[config.mk]
export PLATFORM = sky130hd
export DESIGN_NAME = spram_arbiter
export DESIGN_NICKNAME = d
export VERILOG_FILES = /design/src/rtl/spram_arbiter_pkg.sv /design/src/rtl/rr_arb2.sv /design/src/rtl/spram_arbiter.sv
export SDC_FILE = /design/constraint.sdc
export NUM_CORES = 1
export LEC_CHECK = 0
export ABC_CLOCK_PERIOD_IN_PS = 1700
export BUFFER_PORTS_ARGS = -buffer_cell sky130_fd_sc_hd__buf_4
export CAP_MARGIN = 0
export CORE_ASPECT_RATIO = 1.1
export CORE_MARGIN = 8
export CORE_UTILIZATION = 37
export CTS_CLUSTER_SIZE = 40
export DETAILED_ROUTE_END_ITERATION = 10
export HOLD_SLACK_MARGIN = 0.15
export PLACE_DENSITY_LB_ADDON = 0.3
export SYNTH_ARGS = -nofsm -noshare
export SYNTH_HDL_FRONTEND = slang
export SYNTH_SLANG_ARGS = --single-unit
[constraint.sdc]
create_clock -name clk -period 1.7 [get_ports clk]
set_input_delay 0.085 -clock clk [delete_from_list [all_inputs] [get_ports clk]]
set_output_delay 0.085 -clock clk [all_outputs]
set_load 0.1 [all_outputs]
[src/rtl/spram_arbiter_pkg.sv]
// spram_arbiter_pkg
// Shared constants, the sequencer state type and an address range helper
// used by the SPRAM arbiter.
//   ADDR_W  word address width seen by both requesters and the SPRAM
//   DATA_W  data word width
//   STRB_W  number of byte write strobes
package spram_arbiter_pkg;

  localparam int ADDR_W = 22;
  localparam int DATA_W = 32;
  localparam int STRB_W = 4;

  typedef enum logic [1:0] {
    IDLE   = 2'd0,
    ACCESS = 2'd1,
    RESP   = 2'd2
  } state_t;

  // True when a word address falls inside a memory of the given depth.
  function automatic logic addr_in_range(input logic [ADDR_W-1:0] addr,
                                         input int unsigned       words);
    return (32'(addr) < words);
  endfunction

endpackage

[src/rtl/rr_arb2.sv]
// rr_arb2
// Two-way round-robin pick plus the register remembering the last grant.
// Ports:
//   clk     in   system clock
//   resetn  in   asynchronous active-low reset (rr_last resets to 1 so the
//                first tie goes to port 0)
//   valid   in   [1:0] request lines, bit i = port i
//   update  in   a grant is being taken this cycle; latch it into rr_last
//   grant   out  selected port (only meaningful while any=1)
//   any     out  at least one request is pending
module rr_arb2 (
  input  logic       clk,
  input  logic       resetn,
  input  logic [1:0] valid,
  input  logic       update,
  output logic       grant,
  output logic       any
);

  logic rr_last;

  // A lone requester always wins; on a tie the port that did not win last
  // time is chosen.
  always_comb begin
    any   = |valid;
    grant = 1'b0;
    case (valid)
      2'b01:   grant = 1'b0;
      2'b10:   grant = 1'b1;
      2'b11:   grant = ~rr_last;
      default: grant = 1'b0;
    endcase
  end

  always_ff @(posedge clk or negedge resetn) begin
    if (!resetn) begin
      rr_last <= 1'b1;
    end else if (update) begin
      rr_last <= grant;
    end
  end

endmodule

[src/rtl/spram_arbiter.sv]
// spram_arbiter
// Two-requester round-robin sequencer in front of the iCE40UP5K SPRAM.
// Port 0 is the CPU, port 1 a secondary master. Every access takes
// IDLE -> ACCESS -> RESP, so a request sampled in cycle N completes with a
// one-cycle ready pulse in cycle N+2.
// Ports:
//   clk, resetn              clock and asynchronous active-low reset
//   req0_valid/ready         port 0 handshake (ready is a one-cycle pulse)
//   req0_addr/wstrb/wdata    port 0 word address, byte strobes (0 = read), data
//   req0_rdata               port 0 read data, nonzero only while req0_ready
//   req1_*                   same set for port 1
//   ram_wen/addr/wdata       SPRAM controls, registered
//   ram_rdata                SPRAM read data, valid the cycle after sampling
module spram_arbiter
  import spram_arbiter_pkg::*;
#(
  parameter int unsigned WORDS = 32768
) (
  input  logic              clk,
  input  logic              resetn,

  input  logic              req0_valid,
  output logic              req0_ready,
  input  logic [ADDR_W-1:0] req0_addr,
  input  logic [STRB_W-1:0] req0_wstrb,
  input  logic [DATA_W-1:0] req0_wdata,
  output logic [DATA_W-1:0] req0_rdata,

  input  logic              req1_valid,
  output logic              req1_ready,
  input  logic [ADDR_W-1:0] req1_addr,
  input  logic [STRB_W-1:0] req1_wstrb,
  input  logic [DATA_W-1:0] req1_wdata,
  output logic [DATA_W-1:0] req1_rdata,

  output logic [STRB_W-1:0] ram_wen,
  output logic [ADDR_W-1:0] ram_addr,
  output logic [DATA_W-1:0] ram_wdata,
  input  logic [DATA_W-1:0] ram_rdata
);

  state_t state;
  state_t state_next;

  logic              pick;
  logic              any_valid;
  logic              take;
  logic              grant_q;
  logic [STRB_W-1:0] wstrb_q;
  logic              oob_q;

  logic [ADDR_W-1:0] sel_addr;
  logic [STRB_W-1:0] sel_wstrb;
  logic [DATA_W-1:0] sel_wdata;
  logic              sel_in_range;
  logic [DATA_W-1:0] resp_data;

  rr_arb2 u_rr_arb2 (
    .clk    (clk),
    .resetn (resetn),
    .valid  ({req1_valid, req0_valid}),
    .update (take),
    .grant  (pick),
    .any    (any_valid)
  );

  // A grant is only taken from IDLE; requests arriving later simply wait.
  always_comb begin
    take         = (state == IDLE) && any_valid;
    sel_addr     = pick ? req1_addr  : req0_addr;
    sel_wstrb    = pick ? req1_wstrb : req0_wstrb;
    sel_wdata    = pick ? req1_wdata : req0_wdata;
    sel_in_range = addr_in_range(sel_addr, WORDS);
  end

  always_ff @(posedge clk or negedge resetn) begin
    if (!resetn) begin
      state <= IDLE;
    end else begin
      state <= state_next;
    end
  end

  always_comb begin
    state_next = state;
    case (state)
      IDLE:    if (any_valid) state_next = ACCESS;
      ACCESS:  state_next = RESP;
      RESP:    state_next = IDLE;
      default: state_next = IDLE;
    endcase
  end

  // The request is captured straight into the SPRAM-facing registers so they
  // are stable for the whole ACCESS cycle. ram_wen defaults to zero every
  // cycle and is only loaded at grant, which confines it to ACCESS and keeps
  // out-of-range writes from ever reaching the SPRAM.
  always_ff @(posedge clk or negedge resetn) begin
    if (!resetn) begin
      grant_q   <= 1'b0;
      wstrb_q   <= '0;
      oob_q     <= 1'b0;
      ram_addr  <= '0;
      ram_wdata <= '0;
      ram_wen   <= '0;
    end else begin
      ram_wen <= '0;
      if (take) begin
        grant_q   <= pick;
        wstrb_q   <= sel_wstrb;
        oob_q     <= ~sel_in_range;
        ram_addr  <= sel_addr;
        ram_wdata <= sel_wdata;
        if (sel_in_range) begin
          ram_wen <= sel_wstrb;
        end
      end
    end
  end

  // Ready is registered at the end of ACCESS so it is high exactly during
  // RESP, and only for the port that owns the access.
  always_ff @(posedge clk or negedge resetn) begin
    if (!resetn) begin
      req0_ready <= 1'b0;
      req1_ready <= 1'b0;
    end else begin
      req0_ready <= (state == ACCESS) && !grant_q;
      req1_ready <= (state == ACCESS) &&  grant_q;
    end
  end

  // SPRAM output is only valid during RESP, so read data is steered through
  // combinationally and gated by the granted port's ready.
  always_comb begin
    resp_data  = ((wstrb_q == '0) && !oob_q) ? ram_rdata : '0;
    req0_rdata = req0_ready ? resp_data : '0;
    req1_rdata = req1_ready ? resp_data : '0;
  end

endmodule
Word-level counts from Yosys, hierarchy flattened --
Index checks and enable logic that the tools add are counted.
Cells by class: order comparisons 1, eq/ne operators 4, muxes and demuxes 11, bitwise operators 2, reduce and logical (&&, ||, !) cells 9
Operator list (count):
- $mux 32 | 4
- $lt 22x16->1 const B | 1
- $mux 22 | 1
- $mux 4 | 3
- $eq 2x2->1 const B | 2
- $logic_and 1x1->1 | 4
- $logic_not 4->1 | 1
- $pmux 2 s2 | 1
- $eq 2x1->1 const B | 1
- $logic_not 1->1 | 2
- $logic_not 2->1 | 1
- $mux 2 | 1
- $ne 2x2->1 const B | 1
- $not 1->1 | 2
- $pmux 1 s2 | 1
- $reduce_or 2->1 | 1
Word-level totals: register bits 69, word-level logic and storage cells 37

Longest topological paths before layout --
word-level depth 6, gate-level depth with buffers 6

Hierarchy --
A second synthesis with hierarchy kept.
Second synthesis, totals: cells, all modules 360, area total of the unflattened synthesis 3593.4 um^2
By module, submodules not included:
- spram_arbiter | instances 1, cells an instance 356, area each 3534.6 um^2, seq. area each 1701.6 um^2
- rr_arb2 | instances 1, cells an instance 4, area each 58.8 um^2, seq. area each 26.3 um^2

Worst setup path after synthesis --
Ideal clock, no wire load.
path type register to output, start register req0_ready, end output req0_rdata[10], arrival 2252 ps, data required time 1615 ps, setup slack -637 ps, cell stages (with the launch flop) 4, buffers on the path 1, cells stage by stage dfrtp_1 -> nor4b_4 -> clkbuf_2 -> and2_1
Between the ends: word-level cells in the longest chain between the ends 1
RTL lines:
- start: declaration | line spram_arbiter.sv:23 | output logic req0_ready,
- start signal: assignment | line spram_arbiter.sv:128 | req0_ready <= (state == ACCESS) && !grant_q;
- $mux 32 | line spram_arbiter.sv:137 | req0_rdata = req0_ready ? resp_data : '0;
- end: declaration | line spram_arbiter.sv:27 | output logic [DATA_W-1:0] req0_rdata,
No other way between the ends.

Worst setup path in the final report --
start register wstrb_q[3], end output req1_rdata[25]
Between the ends: word-level cells in the longest chain between the ends 4
RTL lines:
- start: declaration | line spram_arbiter.sv:49 | logic [STRB_W-1:0] wstrb_q;
- start signal: assignment | line spram_arbiter.sv:110 | wstrb_q <= sel_wstrb;
- $logic_not 4->1 | line spram_arbiter.sv:136 | resp_data = ((wstrb_q == '0) && !oob_q) ? ram_rdata : '0;
- $logic_and 1x1->1 | line spram_arbiter.sv:136
- $mux 32 | line spram_arbiter.sv:136
- $mux 32 | line spram_arbiter.sv:138 | req1_rdata = req1_ready ? resp_data : '0;
- end: declaration | line spram_arbiter.sv:34 | output logic [DATA_W-1:0] req1_rdata,
No other way between the ends.

==> results.md <==
* Outcome: complete, but fails checks
* Failing checks: negative setup slack
* Total nets after synthesis at 458
* Worst Setup EP: req1_rdata[25]
* Per-cell routed wire length at 23.0 um
* Die H at 123 um
* Worst Tran Pin Value at 0.349 ns
* Initial cell density of the core at 0.373
* CTS clock-pin slew for the worst setup and hold paths at 0.06 ns
* Hold Path Class: in2reg
* Critical path arrival at 2.09 ns
* Register bit total from synthesis at 69
* Detailed-route wire length at 19400 um
* DRC violations left at 0
* Remaining max-slew budget at the tightest pin at 0.765
* Cell depth of the worst flop-to-flop path at 4
* DPL Wire Length at 10800 um
* Initial DRT Pass Iterations at 4
* Standard-cell rows at 39
* Share of the yosys chip area belonging to registers at 0.452
* Maximum number of pins on one net before global-route repair at 47
* Placed cells at 698
* Final setup fails at 64
* Cell area after technology mapping at 3820 um2
* Grt ovf at 0
* Required time of the worst setup path at 1.62 ns
* Unique cell type count in the Yosys netlist at 31
* IR drop worst, VDD at 0.00191 V
* Max-slew violation count at 0
* Final TNS setup at -28.38 ns
* Max Cap Viol at 0
* GR Util met2 at 0.465
* Via count of the first global-routing pass at 4867
* First-pass GRT wire length at 28000 um
* Num ports at 276
* Final cycle utilization of the critical path at 1.28
* Clock Sinks at 69
* Terminus of the critical flop-to-flop path: ram_wdata[26]
* Clock latency on the worst-skew pair at 0.33 ns
* PD cells at 1630 nW/um2
* Non-filler instance count after layout at 843
* IO Port Bufs at 275
* Fraction of met1 tracks used by global routing at 0.277
* Post-layout power at 14.2 mW
* Average size of a mapped cell at 12.5 um2
* Worst clock skew at 0.00507 ns
* CTS root buffer: clkbuf_16
* Highest clock frequency the design can meet at 459 MHz
* Fraction of layout instances using a drive strength above 1 at 0.682
* Endpoint kind of the worst setup timing path: primary output
* Leading cell types in the layout, fill and taps excluded: buf_4, dlygate4sd3_1, mux2_2, buf_12, dfrtp_1
* Startpoint of the lowest-slack register-to-register path: u_rr_arb2.rr_last
* Maximum net fanout on the critical path at 9
* Vias/cell at 5.05
* Crit. Startpoint: wstrb_q[3]
* Die span in x at 113 um
* Post-route antenna net violation count at 0
* Cell count after synthesis at 306
* Initial detailed-routing violation count at 237
* Number of nets in the layout at 864
* Clock tree from TritonCTS: built
* Worst-case register-to-register setup slack at 0.04 ns
* Clock period minus final worst setup slack at 2.18 ns
* Synthesis-to-layout area growth at 128%
* Initial antenna violation count at 3
* Core area at 10200 um2
* WS Path Type: reg2out
* Number of buffers inserted during clock tree synthesis at 9
* Unrepaired setup endpoints after global routing: yes
* Die Footprint at 13900 um2
* Global routing usage on met3 at 0.0955
* Final GP Congestion at 0.836
* Warnings, synthesis at 0
* Leakage dissipation at 3.97 nW
* Count of vias placed by the detailed router at 4255
* PnR worst setup slack at -0.479 ns
* Total GRT Usage at 0.262
* Number of fill cells in the layout at 443
* Level count of the clock H-tree at 3
* Total count of hold-check failures in the final report at 0
* Most common cell after layout, fill and taps aside: buf_4
* CTS max path bufs at 2
* Grt peak-use layer: met2
* Launching element type of the critical path: flop
==> registers in the layout (all words and copies together) (netlist names) <==
| name | flops |
|---|---|
| req1_ready | 1 |
| ram_wdata | 32 |
| wstrb_q | 4 |
| state | 2 |
| grant_q | 1 |
| oob_q | 1 |
| ram_addr | 22 |
| u_rr_arb2.rr_last | 1 |
| req0_ready | 1 |
| ram_wen | 4 |
==> worst min-delay path by stage <==
stage	slack, ns	depth (start not counted)	end	startpoint
after floorplan	-0.21	0	grant_q	resetn
after global placement	0.01	1	ram_addr[3]	resetn
after detailed placement	0.02	1	ram_addr[3]	resetn
after CTS	0.15	3	ram_addr[12]	req0_addr[12]
after global routing	0.18	3	ram_addr[12]	req1_addr[12]
final	0.18	3	ram_addr[12]	req0_addr[12]
==> power by group <==
part / switching, mW / internal [mW] / leakage [nW] / total (mW)
clock: 0.712 / 1.48 / 0.166 / 2.19
combinational: 6.57 / 2.48 / 2.99 / 9.05
sequential: 0.510 / 2.45 / 0.809 / 2.96
total: 7.79 / 6.40 / 3.97 / 14.2
==> cell usage after synthesis <==
master    number  area [um2]
nand2_1        2        7.51
a21o_1         1        7.51
o221a_2        1        11.3
nand3b_1       2        15.0
nor2b_1        1        6.26
inv_2          1        3.75
nor2_1         1        3.75
and2_1         9        56.3
inv_1          1        3.75
dfrtp_1       68        1700
or2_1          1        6.26
or3_4          1        11.3
a21oi_1       13        65.1
o21ai_0        1        5.00
mux2_1         4        45.0
a211oi_1       4        30.0
nor3_1         2        10.0
mux2i_1        6        60.1
nand3_1        2        10.0
a21boi_2       1        11.3
nand2_2        1        6.26
dfstp_2        1        26.3
mux2_2       100        1130
buf_4          1        7.51
clkbuf_1       1        3.75
a31oi_1        1        6.26
nor4b_4        2        47.6
nor4_1         2        12.5
and2_2        57         428
clkbuf_2       6        30.0
buf_2         12        60.1
==> metrics by stage <==
step | setup WS, ns | hold slack, ns | utilization | cell area (um2)
final | -0.479 | 0.180 | 0.851 | 8720
after global routing | -0.505 | 0.176 | 0.851 | 8720
after CTS | -0.429 | 0.153 | 0.833 | 8540
after detailed placement | -0.142 | 0.0164 | 0.607 | 6220
after global placement | -0.0820 | 0.0121 | 0.607 | 6220
after floorplan | -0.0145 | -0.211 | - | 3960
==> metal layers <==
metal / vias to the layer above / part of all wire / wire length (um)
li1: 1888 / - / -
met1: 2067 / 0.36 / 6910
met2: 255 / 0.51 / 9960
met3: 45 / 0.098 / 1890
met4: 0 / 0.032 / 616
met5: - / 0 / 0
==> worst max-delay path: stages, from the launching register on <==
cell	delay (ns)
dfrtp_1	0.38
or3_4	0.43
nor4b_4	0.28
buf_6	0.19
buf_8	0.14
and2_4	0.16
buf_12	0.17
==> cells by family (layout without fill, tap and decap cells) <==
| kind of cell | Yosys count | after routing | synth area share |
|---|---|---|---|
| AO/OA/AOI/OAI | 22 | 22 | 0.0357 |
| multiplexers | 110 | 110 | 0.322 |
| other | 0 | 3 | 0 |
| buffers and inverters | 22 | 433 | 0.0285 |
| AND/OR/NAND/NOR | 83 | 83 | 0.162 |
| flip-flops | 69 | 69 | 0.452 |
==> timing repair <==
item                                    4_1_cts  5_1_grt
cloned                                        0        6
endpoints found under the setup margin       64       73
resized for setup                           190       19
hold buffers                                118        0
hold endpoints to repair                    131        0
buffers inserted                              0        2
pin swaps                                     0        5
==> final cells by class <==
class	instances	area, um2	area share
diodes	3	7.51	0.000861
clock buffers	11	243	0.0278
well taps	123	154	0.0176
multi-input cells	215	2110	0.242
repair buffers	415	4360	0.500
flip-flops and latches	69	1730	0.198
clock inverters	5	106	0.0122
inverters	2	7.51	0.000861
(Power assumes the default switching activity.)
